===== config.mk =====
export PLATFORM = sky130hd
export DESIGN_NAME = vending_ctrl_flat
export DESIGN_NICKNAME = d
export VERILOG_FILES = /design/src/rtl/vending_pkg.sv /design/src/rtl/vending_ctrl_if.sv /design/src/rtl/stock_counter.sv /design/src/rtl/vending_ctrl.sv /design/src/flat_wrapper.sv
export SDC_FILE = /design/constraint.sdc
export NUM_CORES = 1
export LEC_CHECK = 0
export BUFFER_PORTS_ARGS = -buffer_cell sky130_fd_sc_hd__buf_4
export CAP_MARGIN = 20
export CORE_MARGIN = 2
export CORE_UTILIZATION = 40
export DETAILED_ROUTE_END_ITERATION = 6
export PLACE_DENSITY = 0.61
export SLEW_MARGIN = 10
export SYNTH_ARGS = -nofsm -noshare
export SYNTH_HDL_FRONTEND = slang
export SYNTH_SLANG_ARGS = --single-unit

===== constraint.sdc =====
create_clock -name CLK -period 5.3 [get_ports CLK]
set_input_delay 0.795 -clock CLK [delete_from_list [all_inputs] [get_ports CLK]]
set_output_delay 0.795 -clock CLK [all_outputs]
set_load 0.02 [all_outputs]

===== src/rtl/vending_pkg.sv =====
// Shared state encoding and coin values for the vending controller.
package vending_pkg;

  typedef enum logic [1:0] {
    IDLE   = 2'd0,
    CREDIT = 2'd1,
    VEND   = 2'd2,
    CHANGE = 2'd3
  } state_t;

  localparam int W100_VAL = 1;
  localparam int W500_VAL = 5;

endpackage


===== src/rtl/vending_ctrl_if.sv =====
// Front-panel inputs and driver outputs of the vending controller.
interface vending_ctrl_if #(
  parameter int N_PROD   = 2,
  parameter int CREDIT_W = 4
);
  logic                w100;
  logic                w500;
  logic [N_PROD-1:0]   btn;
  logic                cancel;
  logic                refill;
  logic                sale;
  logic [2:0]          sale_id;
  logic                ret;
  logic                coin_rej;
  logic                deny;
  logic [CREDIT_W-1:0] credit;
  logic [N_PROD-1:0]   sold_out;
  logic                busy;

  modport master (
    output w100, w500, btn, cancel, refill,
    input  sale, sale_id, ret, coin_rej, deny, credit, sold_out, busy
  );

  modport slave (
    input  w100, w500, btn, cancel, refill,
    output sale, sale_id, ret, coin_rej, deny, credit, sold_out, busy
  );
endinterface


===== src/rtl/stock_counter.sv =====
// Per-product stock counter: reload on refill, saturating decrement.
module stock_counter #(
  parameter int STOCK_INIT = 8,
  parameter int STOCK_W    = 4
) (
  input  logic               CLK,
  input  logic               RSTn,
  input  logic               load,
  input  logic               dec,
  output logic [STOCK_W-1:0] count,
  output logic               empty
);

  localparam logic [STOCK_W-1:0] INIT_V = STOCK_W'(STOCK_INIT);

  always_ff @(posedge CLK or negedge RSTn) begin
    if (!RSTn) begin
      count <= INIT_V;
    end else if (load) begin
      count <= INIT_V;
    end else if (dec && count != '0) begin
      count <= count - 1'b1;
    end
  end

  assign empty = (count == '0);

endmodule


===== src/rtl/vending_ctrl.sv =====
// Multi-product vending controller: credit accumulation, stock tracking,
// cancel and serial change return.
module vending_ctrl
  import vending_pkg::*;
#(
  parameter int PRICE      = 3,
  parameter int MAX_CREDIT = 10,
  parameter int CREDIT_W   = 4,
  parameter int N_PROD     = 2,
  parameter int STOCK_INIT = 8,
  parameter int STOCK_W    = 4
) (
  input logic           CLK,
  input logic           RSTn,
  vending_ctrl_if.slave bus
);

  localparam logic [CREDIT_W:0]   MAX_V   = (CREDIT_W+1)'(MAX_CREDIT);
  localparam logic [CREDIT_W:0]   W100_V  = (CREDIT_W+1)'(W100_VAL);
  localparam logic [CREDIT_W:0]   W500_V  = (CREDIT_W+1)'(W500_VAL);
  localparam logic [CREDIT_W-1:0] PRICE_V = CREDIT_W'(PRICE);

  state_t              state_q, state_n;
  logic [CREDIT_W-1:0] credit_q, credit_n;
  logic                rej_q, rej_n;
  logic                deny_q, deny_n;
  logic [2:0]          id_q, id_n;
  logic [N_PROD-1:0]   grant, dec, empty;
  logic                load;
  logic [STOCK_W-1:0]  cnt [N_PROD];
  logic [CREDIT_W:0]   acc;
  logic                acc_rej;
  logic                coins;
  logic                in_stock;
  logic [2:0]          sel_id;

  for (genvar g = 0; g < N_PROD; g++) begin : g_stock
    stock_counter #(
      .STOCK_INIT(STOCK_INIT),
      .STOCK_W   (STOCK_W)
    ) u_stock (
      .CLK  (CLK),
      .RSTn (RSTn),
      .load (load),
      .dec  (dec[g]),
      .count(cnt[g]),
      .empty(empty[g])
    );
  end

  // w500 is tried first; w100 is then checked against the updated sum.
  always_comb begin
    acc     = {1'b0, credit_q};
    acc_rej = 1'b0;
    if (bus.w500) begin
      if (acc + W500_V <= MAX_V) acc = acc + W500_V;
      else                       acc_rej = 1'b1;
    end
    if (bus.w100) begin
      if (acc + W100_V <= MAX_V) acc = acc + W100_V;
      else                       acc_rej = 1'b1;
    end
  end

  assign coins = bus.w100 | bus.w500;
  assign grant = bus.btn & (~bus.btn + N_PROD'(1));

  always_comb begin
    in_stock = 1'b0;
    sel_id   = '0;
    for (int unsigned i = 0; i < N_PROD; i++) begin
      if (grant[i]) begin
        sel_id   = 3'(i);
        in_stock = (cnt[i] != '0);
      end
    end
  end

  always_comb begin
    state_n  = state_q;
    credit_n = credit_q;
    rej_n    = 1'b0;
    deny_n   = 1'b0;
    id_n     = '0;
    dec      = '0;
    load     = 1'b0;
    unique case (state_q)
      IDLE: begin
        load     = bus.refill;
        credit_n = acc[CREDIT_W-1:0];
        rej_n    = acc_rej;
        if (acc != {1'b0, credit_q}) state_n = CREDIT;
      end
      CREDIT: begin
        load = bus.refill;
        if (bus.cancel) begin
          rej_n   = coins;
          state_n = (credit_q != '0) ? CHANGE : IDLE;
        end else if (|bus.btn && credit_q >= PRICE_V && in_stock) begin
          credit_n = credit_q - PRICE_V;
          dec      = grant;
          id_n     = sel_id;
          rej_n    = coins;
          state_n  = VEND;
        end else begin
          deny_n   = |bus.btn;
          credit_n = acc[CREDIT_W-1:0];
          rej_n    = acc_rej;
        end
      end
      VEND: begin
        rej_n   = coins;
        state_n = (credit_q != '0) ? CHANGE : IDLE;
      end
      CHANGE: begin
        rej_n    = coins;
        credit_n = credit_q - 1'b1;
        if (credit_q <= CREDIT_W'(1)) state_n = IDLE;
      end
      default: state_n = IDLE;
    endcase
  end

  always_ff @(posedge CLK or negedge RSTn) begin
    if (!RSTn) begin
      state_q  <= IDLE;
      credit_q <= '0;
      rej_q    <= 1'b0;
      deny_q   <= 1'b0;
      id_q     <= '0;
    end else begin
      state_q  <= state_n;
      credit_q <= credit_n;
      rej_q    <= rej_n;
      deny_q   <= deny_n;
      id_q     <= id_n;
    end
  end

  assign bus.sale     = (state_q == VEND);
  assign bus.sale_id  = id_q;
  assign bus.ret      = (state_q == CHANGE);
  assign bus.coin_rej = rej_q;
  assign bus.deny     = deny_q;
  assign bus.credit   = credit_q;
  assign bus.sold_out = empty;
  assign bus.busy     = (state_q == VEND) || (state_q == CHANGE);

endmodule


===== src/flat_wrapper.sv =====
// flat-port wrapper written by rule: the top's interface ports become plain ports
module vending_ctrl_flat import vending_pkg::*;
#(
  parameter int PRICE      = 3,
  parameter int MAX_CREDIT = 10,
  parameter int CREDIT_W   = 4,
  parameter int N_PROD     = 2,
  parameter int STOCK_INIT = 8,
  parameter int STOCK_W    = 4
)
  (CLK, RSTn, bus_w100, bus_w500, bus_btn, bus_cancel, bus_refill, bus_sale, bus_sale_id, bus_ret, bus_coin_rej, bus_deny, bus_credit, bus_sold_out, bus_busy);
  vending_ctrl_if #(.N_PROD(N_PROD), .CREDIT_W(CREDIT_W)) bus_i ();
  input logic CLK;
  input logic RSTn;
  input wire logic [$bits(bus_i.w100)-1:0] bus_w100;
  input wire logic [$bits(bus_i.w500)-1:0] bus_w500;
  input wire logic [$bits(bus_i.btn)-1:0] bus_btn;
  input wire logic [$bits(bus_i.cancel)-1:0] bus_cancel;
  input wire logic [$bits(bus_i.refill)-1:0] bus_refill;
  output wire logic [$bits(bus_i.sale)-1:0] bus_sale;
  output wire logic [$bits(bus_i.sale_id)-1:0] bus_sale_id;
  output wire logic [$bits(bus_i.ret)-1:0] bus_ret;
  output wire logic [$bits(bus_i.coin_rej)-1:0] bus_coin_rej;
  output wire logic [$bits(bus_i.deny)-1:0] bus_deny;
  output wire logic [$bits(bus_i.credit)-1:0] bus_credit;
  output wire logic [$bits(bus_i.sold_out)-1:0] bus_sold_out;
  output wire logic [$bits(bus_i.busy)-1:0] bus_busy;
  assign bus_i.w100 = bus_w100;
  assign bus_i.w500 = bus_w500;
  assign bus_i.btn = bus_btn;
  assign bus_i.cancel = bus_cancel;
  assign bus_i.refill = bus_refill;
  assign bus_sale = bus_i.sale;
  assign bus_sale_id = bus_i.sale_id;
  assign bus_ret = bus_i.ret;
  assign bus_coin_rej = bus_i.coin_rej;
  assign bus_deny = bus_i.deny;
  assign bus_credit = bus_i.credit;
  assign bus_sold_out = bus_i.sold_out;
  assign bus_busy = bus_i.busy;
  vending_ctrl #(.PRICE(PRICE), .MAX_CREDIT(MAX_CREDIT), .CREDIT_W(CREDIT_W), .N_PROD(N_PROD), .STOCK_INIT(STOCK_INIT), .STOCK_W(STOCK_W)) u_core (.CLK(CLK), .RSTn(RSTn), .bus(bus_i));
endmodule

; Word level (Yosys, flattened, before mapping)
; Cells that the tools add are included.
; Widths: inputs -> output; s select.
[op_classes]
n_addsub = 7
n_lt_le_gt_ge = 4
eq_ne = 8
n_mux = 37
bitwise = 3
reduce_logical = 19
[ops]
columns = operator, count
row1 = $mux 4, 6
row2 = $mux 5, 4
row3 = $mux 2, 8
row4 = $mux 1, 14
row5 = $pmux 4 s3, 1
row6 = $reduce_bool 4->1, 3
row7 = $sub 4x1->4 const B, 3
row8 = $le 5x4->1 const B, 2
row9 = $logic_not 4->1, 2
row10 = $pmux 2 s4, 1
row11 = $mux 3, 2
row12 = $reduce_or 2->1, 3
row13 = $add 4x3->5 const B, 1
row14 = $add 5x1->5 const B, 1
row15 = $ne 5x4->1, 1
row16 = $eq 2x2->1 const B, 2
row17 = $ge 4x2->1 const B, 1
row18 = $le 4x1->1 const B, 1
row19 = $logic_and 1x1->1, 4
row20 = $ne 2x1->1 const B, 2
row21 = $reduce_bool 2->1, 2
row22 = $sub 4x2->4 const B, 1
row23 = $ne 3x2->1 const B, 1
row24 = $pmux 1 s3, 1
row25 = 11 further kinds, 11
[word_totals]
ff_bits = 19
in_bits = 8
output_inout_bits = 14
elab_cells = 85

; Depth between registers and ports, before layout
; Gate-level depths: netlist of the first run.
[logic_depth]
depth_word = 12
ltp_mapped = 18
ltp_nobuf = 17

; Modules after synthesis
; From an unflattened synthesis of the first run, not the netlist that was laid out.
[unflattened]
cells_unflattened = 192
area_unflattened_um2 = 1704.1
[by_module_without_submodules]
columns = mod, instances, cells_per_inst, area_per_inst_um2, seq_area_each_um2
row1 = vending_ctrl, 1, 146, 1228.7, 225.2
row2 = stock_counter, 2, 23, 237.7, 101.3

; Least setup slack after synthesis of the first run
; OpenSTA, ideal clock, no wires.
[synth_timing]
path_kind = register to register
from = register u_core.credit_q[0] (netlist: u_core.bus.credit[0])
to = register u_core.credit_q[0] (netlist: u_core.bus.credit[0])
setup_ns = 0.080
arrival_ns = 3.745
required_time_ns = 5.220
setup_slack_ns = 1.475
stages_incl_launch_ff = 18
n_path_buf = 1
period_less_slack_ns = 3.825
path_cell_list = dfrtp_1 -> buf_4 -> inv_1 -> ha_1 -> nand2b_1 -> a2bb2oi_1 -> o32ai_1 -> nand2_1 -> mux2_2 -> ha_1 -> nand2b_1 -> nand2_1 -> o211ai_1 -> a31o_1 -> a221o_1 -> a21o_1 -> a311oi_2 -> xnor2_1
[synth_between]
elab_chain_len = 11
elab_cells_between_ends = 16
cone_classes = add/sub (4) / order compare (3) / mux (7) / reduce/logical (2)
[synth_rtl]
columns = element, line_no
row1 = "start, declared", vending_ctrl.sv:24  ; logic [CREDIT_W-1:0] credit_q, credit_n;
row2 = "start signal, assigned", vending_ctrl.sv:133  ; credit_q <= credit_n;
row3 = $add 4x3->5, vending_ctrl.sv:56  ; if (acc + W500_V <= MAX_V) acc = acc + W500_V;
row4 = $le 5x4->1, vending_ctrl.sv:56
row5 = $mux 5, vending_ctrl.sv:56
row6 = $mux 5, vending_ctrl.sv:55  ; if (bus.w500) begin
row7 = $add 5x1->5, vending_ctrl.sv:60  ; if (acc + W100_V <= MAX_V) acc = acc + W100_V;
row8 = $le 5x4->1, vending_ctrl.sv:60
row9 = $mux 5, vending_ctrl.sv:60
row10 = $mux 5, vending_ctrl.sv:59  ; if (bus.w100) begin
row11 = $mux 4, vending_ctrl.sv:99  ; end else if (|bus.btn && credit_q >= PRICE_V && in_stock) begin
row12 = $mux 4, vending_ctrl.sv:96  ; if (bus.cancel) begin
row13 = $pmux 4 s3 (*), vending_ctrl.sv:87  ; unique case (state_q)
; Mark *: on every way between the ends. The rest lies on a longest branch, timed or not. The select of a mux whose other input is x is not followed.
; A chain may end at the register's enable or synchronous reset.

; Worst setup path in the final report of the first run
; Same ends and word-level chain as after synthesis.

==> results of run 1 <==
## per-layer routing
metal	wire (um)	vias to the layer above	global-route usage, %
li1	-	686	-
met1	1630	661	22.7
met2	1740	34	29.6
met3	142	8	4.05
met4	93	0	6.63
met5	0	-	0
## worst max path at each step
stage	startpoint	endpoint	slack [ns]	cells past startpoint
after CTS	u_core.bus.credit[0]	u_core.bus.credit[0]	1.12	16
final	u_core.bus.credit[0]	u_core.bus.credit[0]	1.05	16
after detailed placement	u_core.bus.credit[0]	u_core.bus.credit[0]	1.15	16
after global placement	u_core.bus.credit[0]	u_core.bus.credit[0]	1.30	16
after global routing	u_core.bus.credit[0]	u_core.bus.credit[0]	0.74	16
after floorplan	u_core.bus.credit[0]	u_core.bus.credit[0]	1.48	17
## placed cells by master, fill, tap and decap left out, types with 3 or more instances in the layout
| cell type | Yosys | final |
|---|---|---|
| nor3_1 | 8 | 8 |
| buf_4 | 6 | 19 |
| ha_1 | 8 | 8 |
| and3_1 | 3 | 3 |
| mux2_2 | 3 | 3 |
| xor2_1 | 3 | 3 |
| nand3_1 | 6 | 6 |
| o21ai_0 | 5 | 5 |
| or3_1 | 3 | 3 |
| xnor2_1 | 10 | 10 |
| nor2b_1 | 4 | 4 |
| nand2b_1 | 4 | 4 |
| nand2_1 | 14 | 14 |
| a31oi_1 | 5 | 5 |
| dfrtp_1 | 15 | 15 |
| clkbuf_8 | 0 | 3 |
| a21oi_1 | 11 | 11 |
| nor2_1 | 20 | 20 |
| inv_1 | 11 | 11 |
| o21ai_1 | 3 | 3 |
## power by group
group | internal, mW | switching (mW) | total [mW]
Clock | 0.0522 | 0.0482 | 0.100
Combinational | 0.387 | 0.458 | 0.845
Sequential | 0.182 | 0.121 | 0.303
## critical path, cell delays in order (launching register included)
cell and delay, ns:
dfrtp_1 0.59, inv_1 0.16, ha_1 0.39, nand2b_1 0.15, a2bb2oi_1 0.29, o32ai_1 0.18, nand2_1 0.22, mux2_2 0.39
ha_1 0.33, nand2b_1 0.11, nand2_1 0.09, o211ai_1 0.08, a31o_1 0.21, a221o_1 0.35, a21o_1 0.21, a311oi_2 0.28
xnor2_1 0.15
## area by class of cell
type / count / area, um^2
Clock buffer: 3 / 41.3
Clock inverter: 1 / 5.00
Fill cell: 379 / 1990
Inverter: 11 / 41.3
Multi-Input combinational cell: 148 / 1010
Sequential cell: 17 / 428
Tap cell: 48 / 60.1
Timing Repair Buffer: 19 / 143
## cell families after synthesis
logic type / Yosys count
xor+xnor: 13
compound gates: 46
simple gates: 75
flops: 17
buf+inv: 26
mux: 4
fa+ha+maj: 8
other cells: 1
## stage by stage
stage               worst slack, ns  utilization [%]
floorplan                      1.48                -
global placement               1.30             45.3
detailed placement             1.15             45.3
CTS                            1.12             46.5
global route                  0.743             46.5
finish                         1.05             46.5
## sequential cells by signal, summed over array words and instances (netlist names)
signal                        cells
u_core.bus.deny                   1
u_core.bus.credit                 4
u_core.bus.sale_id                1
u_core.bus.coin_rej               1
u_core.state_q                    2
u_core.g_stock.u_stock.count      8
==> metrics.yaml, run 1 <==
yosys.area_share.simple_pct: 26.5
dieArea_mm2: 0.00447
synth_flop_cell: "dfrtp_1"
cp_max_fo: 11
slew_violations: 0
synth_top_family_by_area: "simple AND/OR/NAND/NOR gates"
clock_latency_ns: 0.25
cts_tree: "yes"
portBuffers: 19
place_area_mm2: 0.00168
crit_type: "reg2reg"
r2r_setup_slack_ns: 1.05
fin_worst_skew_ns: 0.00310
r2r_cells: 16
ant_nets: 0
synth_top_area_share_pct: 23.8
tns_ns: 0
hold_viol: 0
wirelength_mm: 3.60
cts_hold_buf: 0
first_global_vias: 1358
final-setup-viol-count: 0
status: "finished, final reports clean"
synthXorXnorAreaFrac_pct: 7.21
grt_util_all_layers_pct: 17.9
viasPerCell: 5.62
postCtsSetupBuffers: 0
final_cell_area_mm2: 0.00173
synthCells: 190
diodes: 0
core_mm2: 0.00372
row_count: 22
worstMarginPinSlew_ns: 0.994
drt_pre_antenna_iters: 4
ys_warn_count: 0
initial_utilization_pct: 42.5
routabilityCongestion: 0.833
power_mw: 1.25
max_freq_mhz: 235
slew_headroom_pct: 33.1
path_clk_slew_ns: 0.07
drc: 0
syn_area_per_cell_um2: 8.31
vias: 1389
ctsResizeCount: 0
cts_buffers: 3
end_kind: "flip-flop"
yosysMostFrequentCell: "nor2_1"
startpoint_type: "flip-flop"
syn2layout_area_growth_pct: 9.51
dp_hpwl_mm: 2.73
fin_nets: 216
post-place-cells: 243
clockBufferDepth: 2
synth_compound_area_share_pct: 20.7
synthArstFlopShare_pct: 100
synth_area_leader_cell: "dfrtp_1"
post_drt_wl_per_cell_um: 14.6
hp-class: "in2async"
rsz0062_at_grt: "false"
worstPathArrival_ns: 4.43
p_per_area_mw_per_mm2: 722
fin_crit_sh_pct: 80.2
drive_above_1_share_pct: 17.6
critPathRequiredTime_ns: 5.48
grt-ovfl-total: 0
syn_area_mm2: 0.00158
synthAdderAreaFrac_pct: 6.34
peakVddDrop_mv: 0.369
fin_hold_ws_ns: 0.396
ios: 22
grt_max_degree: 22
synth_area_leaders: "dfrtp_1, ha_1, xnor2_1"
cts.sinks: 17
ys_seq_area_share_pct: 27.1
min_period_ns: 4.25
synth_edf_count: 0
r2r_start: "u_core.bus.credit[0]"
drt-initial-drc-count: 61
cts_root_buffer: "clkbuf_8"
layoutNonFillerInstCount: 247
ys_seq_elements: 17
die_y_um: 66.8
antenna_found_initial: 0
p_leak_nw: 0.775
cap_violations: 0
yosysUniqueCellTypes: 55
grt_pass1_wl_mm: 6.12
htree_levels: 1
die_w_um: 66.8
synth_commonest_cells: "nor2_1, dfrtp_1, nand2_1, a21oi_1, inv_1"
synth_mux_area_share_pct: 2.77
r2r_end: "u_core.bus.credit[0]"
Note: power is estimated with default switching activity, not from simulation.
==> run 2, diff against run 1 <==
Settings changed: ABC_AREA set to 1, PLACE_DENSITY 0.61 to 0.63.
Clock period 5.3 ns to 3.5 ns, I/O delays scaled along.
==> metrics.yaml, run 2 <==
status: "finished, final reports clean"  # unchanged
final_cell_area_mm2: 0.00187  # was 0.00173 mm^2
hold_viol: 0  # unchanged
final-setup-viol-count: 0  # unchanged
crit_slowest_cell: "dfrtp_1"  # unchanged
critPathTopFamily: "simple AND/OR/NAND/NOR gates"  # was compound AO/OA/AOI/OAI gates
synth_flop_cell: "dfrtp_1"  # unchanged
r2r_cells: 22  # was 16
die_y_um: 68.7  # was 66.8 um
slew_violations: 0  # unchanged
fin_worst_skew_ns: 0.00565  # was 0.00310 ns
fill_cells: 411  # was 379
drive_above_1_share_pct: 21.8  # was 17.6%
crit_path_max_incr_delay_ns: 0.48  # was 0.59 ns
clock_latency_ns: 0.25  # about the same
cts_buffers: 3  # unchanged
grt_max_degree: 18  # was 22
synthCells: 242  # was 190
grt_util_all_layers_pct: 17.9  # about the same
crit_type: "reg2reg"  # unchanged
critPathRequiredTime_ns: 3.64  # was 5.48 ns
cts_tree: "yes"  # unchanged
path_clk_slew_ns: 0.07  # about the same
cts_root_buffer: "clkbuf_8"  # unchanged
worstPathArrival_ns: 3.30  # was 4.43 ns
largest_register: "u_core.g_stock.u_stock.count"  # unchanged
place_area_mm2: 0.00182  # was 0.00168 mm^2
synth_top_area_share_pct: 22.4  # was 23.8%
multi_input_area_mm2: 0.00103  # was 0.00101 mm^2
worstMarginPinSlew_ns: 0.553  # was 0.994 ns
fin_nets: 274  # was 216
portBuffers: 19  # unchanged
diodes: 0  # unchanged
drt_pre_antenna_iters: 4  # unchanged
end_kind: "flip-flop"  # unchanged
syn_area_per_cell_um2: 6.91  # was 8.31 um^2
crit_path_start: "u_core.bus.credit[0]"  # unchanged
row_count: 23  # was 22
synth_edf_count: 0  # unchanged
syn2layout_area_growth_pct: 11.7  # was 9.51%
drt-initial-drc-count: 71  # was 61
cts_hold_buf: 0  # unchanged
tns_ns: 0  # unchanged
yosysMostFrequentCell: "nand2_1"  # was nor2_1
cpMostUsedCell: "nand2_1"
slew_headroom_pct: 62.9  # was 33.1%
ant_nets: 0  # unchanged
grt-ovfl-total: 0  # unchanged
yosysUniqueCellTypes: 36  # was 55
rsz0062_at_grt: "false"  # unchanged
ys_warn_count: 0  # unchanged
min_period_ns: 3.15  # was 4.25 ns
ios: 22  # unchanged
max_freq_mhz: 317  # was 235 MHz
htree_levels: 1  # unchanged
wirelength_mm: 3.80  # was 3.60 mm
hp-class: "in2async"  # unchanged
dp_hpwl_mm: 3.09  # was 2.73 mm
vias: 1597  # was 1389
post_drt_wl_per_cell_um: 12.4  # was 14.6 um
initial_utilization_pct: 41.8  # was 42.5%
path_cells: "inv_2 -> ha_1 -> nand2_1 -> nand3_2 -> nand3_4 -> nand3_4 -> nand2_1 -> nand2_1 -> ha_1 -> inv_1 -> nor2_1 -> inv_1 -> nand3_2 -> nand3_4 -> nand3_4 -> nand2_1 -> nand3_1 -> nand2_1 -> nor2_1 -> nand2_1 -> nand3_1 -> nand2_1"  # was inv_1 -> ha_1 -> nand2b_1 -> a2bb2oi_1 -> o32ai_1 -> nand2_1 -> mux2_2 -> ha_1 -> nand2b_1 -> nand2_1 -> o211ai_1 -> a31o_1 -> a221o_1 -> a21o_1 -> a311oi_2 -> xnor2_1
mostFrequentLayoutCells: "nand2_1, inv_1, buf_4"  # was nor2_1, buf_4, dfrtp_1
synth_commonest_cells: "nand2_1, inv_1, nor2_1, nand3_1, dfrtp_1"  # was nor2_1, dfrtp_1, nand2_1, a21oi_1, inv_1
startpoint_type: "flip-flop"  # unchanged
clockBufferDepth: 2  # unchanged
ctsResizeCount: 0  # unchanged
dieArea_mm2: 0.00472  # was 0.00447 mm^2
path_buf_inv: 3  # was 1
largest_reg_flops: 8  # unchanged
synth_area_leaders: "dfrtp_1, nand2_1, inv_1"  # was dfrtp_1, ha_1, xnor2_1
r2r_setup_slack_ns: 0.35  # was 1.05 ns
crit_cells: 22  # was 16
fin_crit_sh_pct: 90.1  # was 80.2%
ys_seq_elements: 17  # unchanged
cp_max_fo: 10  # was 11
first_global_vias: 1454  # was 1358
drc: 0  # unchanged
viasPerCell: 5.20  # was 5.62
cts.sinks: 17  # unchanged
antenna_found_initial: 0  # unchanged
grt_pass1_wl_mm: 6.40  # was 6.12 mm
synth_area_leader_cell: "dfrtp_1"  # unchanged
routabilityCongestion: 0.891  # was 0.833
die_w_um: 68.7  # was 66.8 um
core_mm2: 0.00400  # was 0.00372 mm^2
regArea_um2: 428  # unchanged
synthArstFlopShare_pct: 100  # unchanged
layout_commonest_cell: "nand2_1"  # was nor2_1
cap_violations: 0  # unchanged
postCtsSetupBuffers: 0  # unchanged
r2r_start: "u_core.bus.credit[0]"  # unchanged
syn_area_mm2: 0.00167  # was 0.00158 mm^2
ys_seq_area_share_pct: 25.6  # was 27.1%
-- run 2: cell types whose count changed after synthesis, sizes merged, moves of 4 or more --
cell    previous run  this run
nand2             15        61
inv               11        41
nand3              6        26
nand4              0        14
o21ai              8        18
xnor2             10         0
nor2b              6         0
nand2b             5         0
clkbuf             5         1
nor3               8         4
-- run 2: metrics by stage --
stage                     utilization [%]  hold WS [ns]  worst slack [ns]  std cells
after floorplan                         -         0.229             0.567        243
after CTS                            46.7         0.128             0.342        307
final                                46.7         0.122             0.347        307
after global routing                 46.7         0.138            0.0475        307
after detailed placement             45.5         0.404             0.345        303
after global placement               45.5         0.404             0.437        303
-- run 2: cell type report --
type | count | area share, %
inverter | 41 | 8.51
multi-input combinational | 176 | 55.1
sequential | 17 | 22.9
clock inverter | 1 | 0.268
tap | 50 | 3.35
clock buffer | 3 | 2.21
timing repair buffer | 19 | 7.64
-- run 2: final timing paths --
kind,endpoint
worst max-delay path,u_core.state_q[1]
max in group asynchronous,u_core.g_stock[0].u_stock.count[3]
worst max register to register,u_core.state_q[1]
min in group CLK,u_core.g_stock[1].u_stock.count[2]
worst min register to register,u_core.g_stock[1].u_stock.count[2]
worst min-delay path,u_core.bus.deny
-- run 2: per-layer routing --
layer | track usage, % | wire length (um) | vias up
li1 | - | - | 829
met3 | 2.27 | 159 | 5
met4 | 5.00 | 29 | 0
met2 | 28.8 | 1770 | 38
met5 | 0 | 0 | -
met1 | 25.0 | 1840 | 725
-- run 2: kinds of logic (layout without fill, tap and decap cells) --
logic type / Yosys count / count (layout) / synth area share [%]
buf+inv: 50 / 64 / 13.1
other cells: 1 / 2 / 0.224
compound gates: 38 / 38 / 13.1
flops: 17 / 17 / 25.6
xor+xnor: 1 / 1 / 0.524
simple gates: 127 / 127 / 41.5
fa+ha+maj: 8 / 8 / 5.98
Power of run 2 is not shown: default switching activity piles up to over one toggle a cycle in this logic, so the estimate is an artifact.
==> run 3, diff against run 2 <==
Settings changed: BUFFER_PORTS_ARGS -buffer_cell sky130_fd_sc_hd__buf_4 to -buffer_cell sky130_fd_sc_hd__buf_2.
==> metrics.yaml, run 3 (synthesized netlist as in run 2, its figures left out) <==
viasPerCell: 5.14  # was 5.20
cp_max_fo: 10  # unchanged
die_y_um: 68.7  # unchanged
cts_root_buffer: "clkbuf_8"  # unchanged
clockBufferDepth: 2  # unchanged
clock_latency_ns: 0.25  # about the same
postCtsSetupBuffers: 0  # unchanged
end_kind: "flip-flop"  # unchanged
drt_pre_antenna_iters: 4  # unchanged
die_w_um: 68.7  # unchanged
row_count: 23  # unchanged
fin_worst_skew_ns: 0.00504  # was 0.00565 ns
wirelength_mm: 3.83  # was 3.80 mm
grt-ovfl-total: 0  # unchanged
path_clk_slew_ns: 0.07  # about the same
final-setup-viol-count: 0  # unchanged
layout_commonest_cell: "nand2_1"  # unchanged
routabilityCongestion: 0.893  # was 0.891
fin_nets: 274  # unchanged
syn2layout_area_growth_pct: 8.83  # was 11.7%
worstPathArrival_ns: 3.29  # was 3.30 ns
cts_buffers: 3  # unchanged
crit_path_start: "u_core.bus.credit[0]"  # unchanged
r2r_start: "u_core.bus.credit[0]"  # unchanged
rsz0062_at_grt: "false"  # unchanged
slew_violations: 0  # unchanged
first_global_vias: 1457  # was 1454
fill_cells: 417  # was 411
max_freq_mhz: 318  # was 317 MHz
worstMarginPinSlew_ns: 0.553  # about the same
drt-initial-drc-count: 74  # was 71
drc: 0  # unchanged
crit_type: "reg2reg"  # unchanged
ctsResizeCount: 0  # unchanged
startpoint_type: "flip-flop"  # unchanged
cts.sinks: 17  # unchanged
htree_levels: 1  # unchanged
dieArea_mm2: 0.00472  # unchanged
grt_max_degree: 18  # unchanged
slew_headroom_pct: 62.9  # about the same
critPathRequiredTime_ns: 3.65  # was 3.64 ns
cap_violations: 0  # unchanged
status: "finished, final reports clean"  # unchanged
drive_above_1_share_pct: 21.8  # unchanged
grt_util_all_layers_pct: 17.9  # about the same
largest_reg_flops: 8  # unchanged
initial_utilization_pct: 41.8  # unchanged
post_drt_wl_per_cell_um: 12.5  # was 12.4 um
largest_register: "u_core.g_stock.u_stock.count"  # unchanged
cts_tree: "yes"  # unchanged
ios: 22  # unchanged
cts_hold_buf: 0  # unchanged
fin_crit_sh_pct: 89.8  # was 90.1%
hold_viol: 0  # unchanged
grt_pass1_wl_mm: 6.42  # was 6.40 mm
dp_hpwl_mm: 3.10  # was 3.09 mm
vias: 1577  # was 1597
tns_ns: 0  # unchanged
antenna_found_initial: 0  # unchanged
diodes: 0  # unchanged
mostFrequentLayoutCells: "nand2_1, inv_1, buf_2"  # was nand2_1, inv_1, buf_4
ant_nets: 0  # unchanged
min_period_ns: 3.14  # was 3.15 ns
hp-class: "in2async"  # unchanged
core_mm2: 0.00400  # unchanged
portBuffers: 19  # unchanged
[run 3: cell counts in the layout (fill, tap and decap cells not counted)]
No cell type changed its count.
[run 3: metrics by stage]
step / hold slack (ns) / instance area [um^2] / setup slack [ns] / std cells / utilization (%)
floorplan: 0.229 / 1680 / 0.567 / 243 / -
global route: 0.215 / 1820 / 0.0730 / 307 / 45.5
finish: 0.179 / 1820 / 0.357 / 307 / 45.5
global placement: 0.472 / 1770 / 0.457 / 303 / 44.4
detailed placement: 0.470 / 1770 / 0.381 / 303 / 44.4
CTS: 0.193 / 1820 / 0.374 / 307 / 45.5
[run 3: path summary, 6_finish.rpt]
kind	to	slack, ns	cells past startpoint
max in group asynchronous	u_core.g_stock[0].u_stock.count[3]	3.00	1
max reg2reg	u_core.state_q[0]	0.36	22
min in group CLK	u_core.g_stock[1].u_stock.count[2]	0.49	1
min	u_core.bus.deny	0.18	1
max	u_core.state_q[0]	0.36	22
min reg2reg	u_core.g_stock[1].u_stock.count[2]	0.49	1
[run 3: routing by layer]
metal  GRT usage [%]  vias up  wire, um
met5               0        -         0
met4            5.25        0        37
met3            2.11        6       132
met2            29.4       32      1770
met1            24.5      706      1880
li1                -      833         -
[run 3: layout make-up]
| cell class | count | area [um^2] | area share [%] |
|---|---|---|---|
| clock buffer | 3 | 41.3 | 2.27 |
| clock inverter | 1 | 5.00 | 0.275 |
| inverter | 41 | 159 | 8.73 |
| multi-input combinational | 176 | 1030 | 56.6 |
| sequential | 17 | 428 | 23.5 |
| tap | 50 | 62.6 | 3.44 |
| timing repair buffer | 19 | 95.1 | 5.22 |
[run 3: worst max-delay path, cell delays in order, from the launching register on]
cell and delay (ns):
dfrtp_1 0.47, inv_2 0.14, ha_1 0.38, nand2_1 0.10, nand3_2 0.11, nand3_4 0.15
nand3_4 0.13, nand2_1 0.09, nand2_1 0.09, ha_1 0.31, inv_1 0.05, nor2_1 0.13
inv_1 0.07, nand3_2 0.09, nand3_4 0.12, nand3_4 0.11, nand2_1 0.08, nand3_1 0.07
nand2_1 0.05, nor2_1 0.10, nand2_1 0.07, nand3_1 0.07, nand2_1 0.05
Power of run 3 is left out for the same reason.
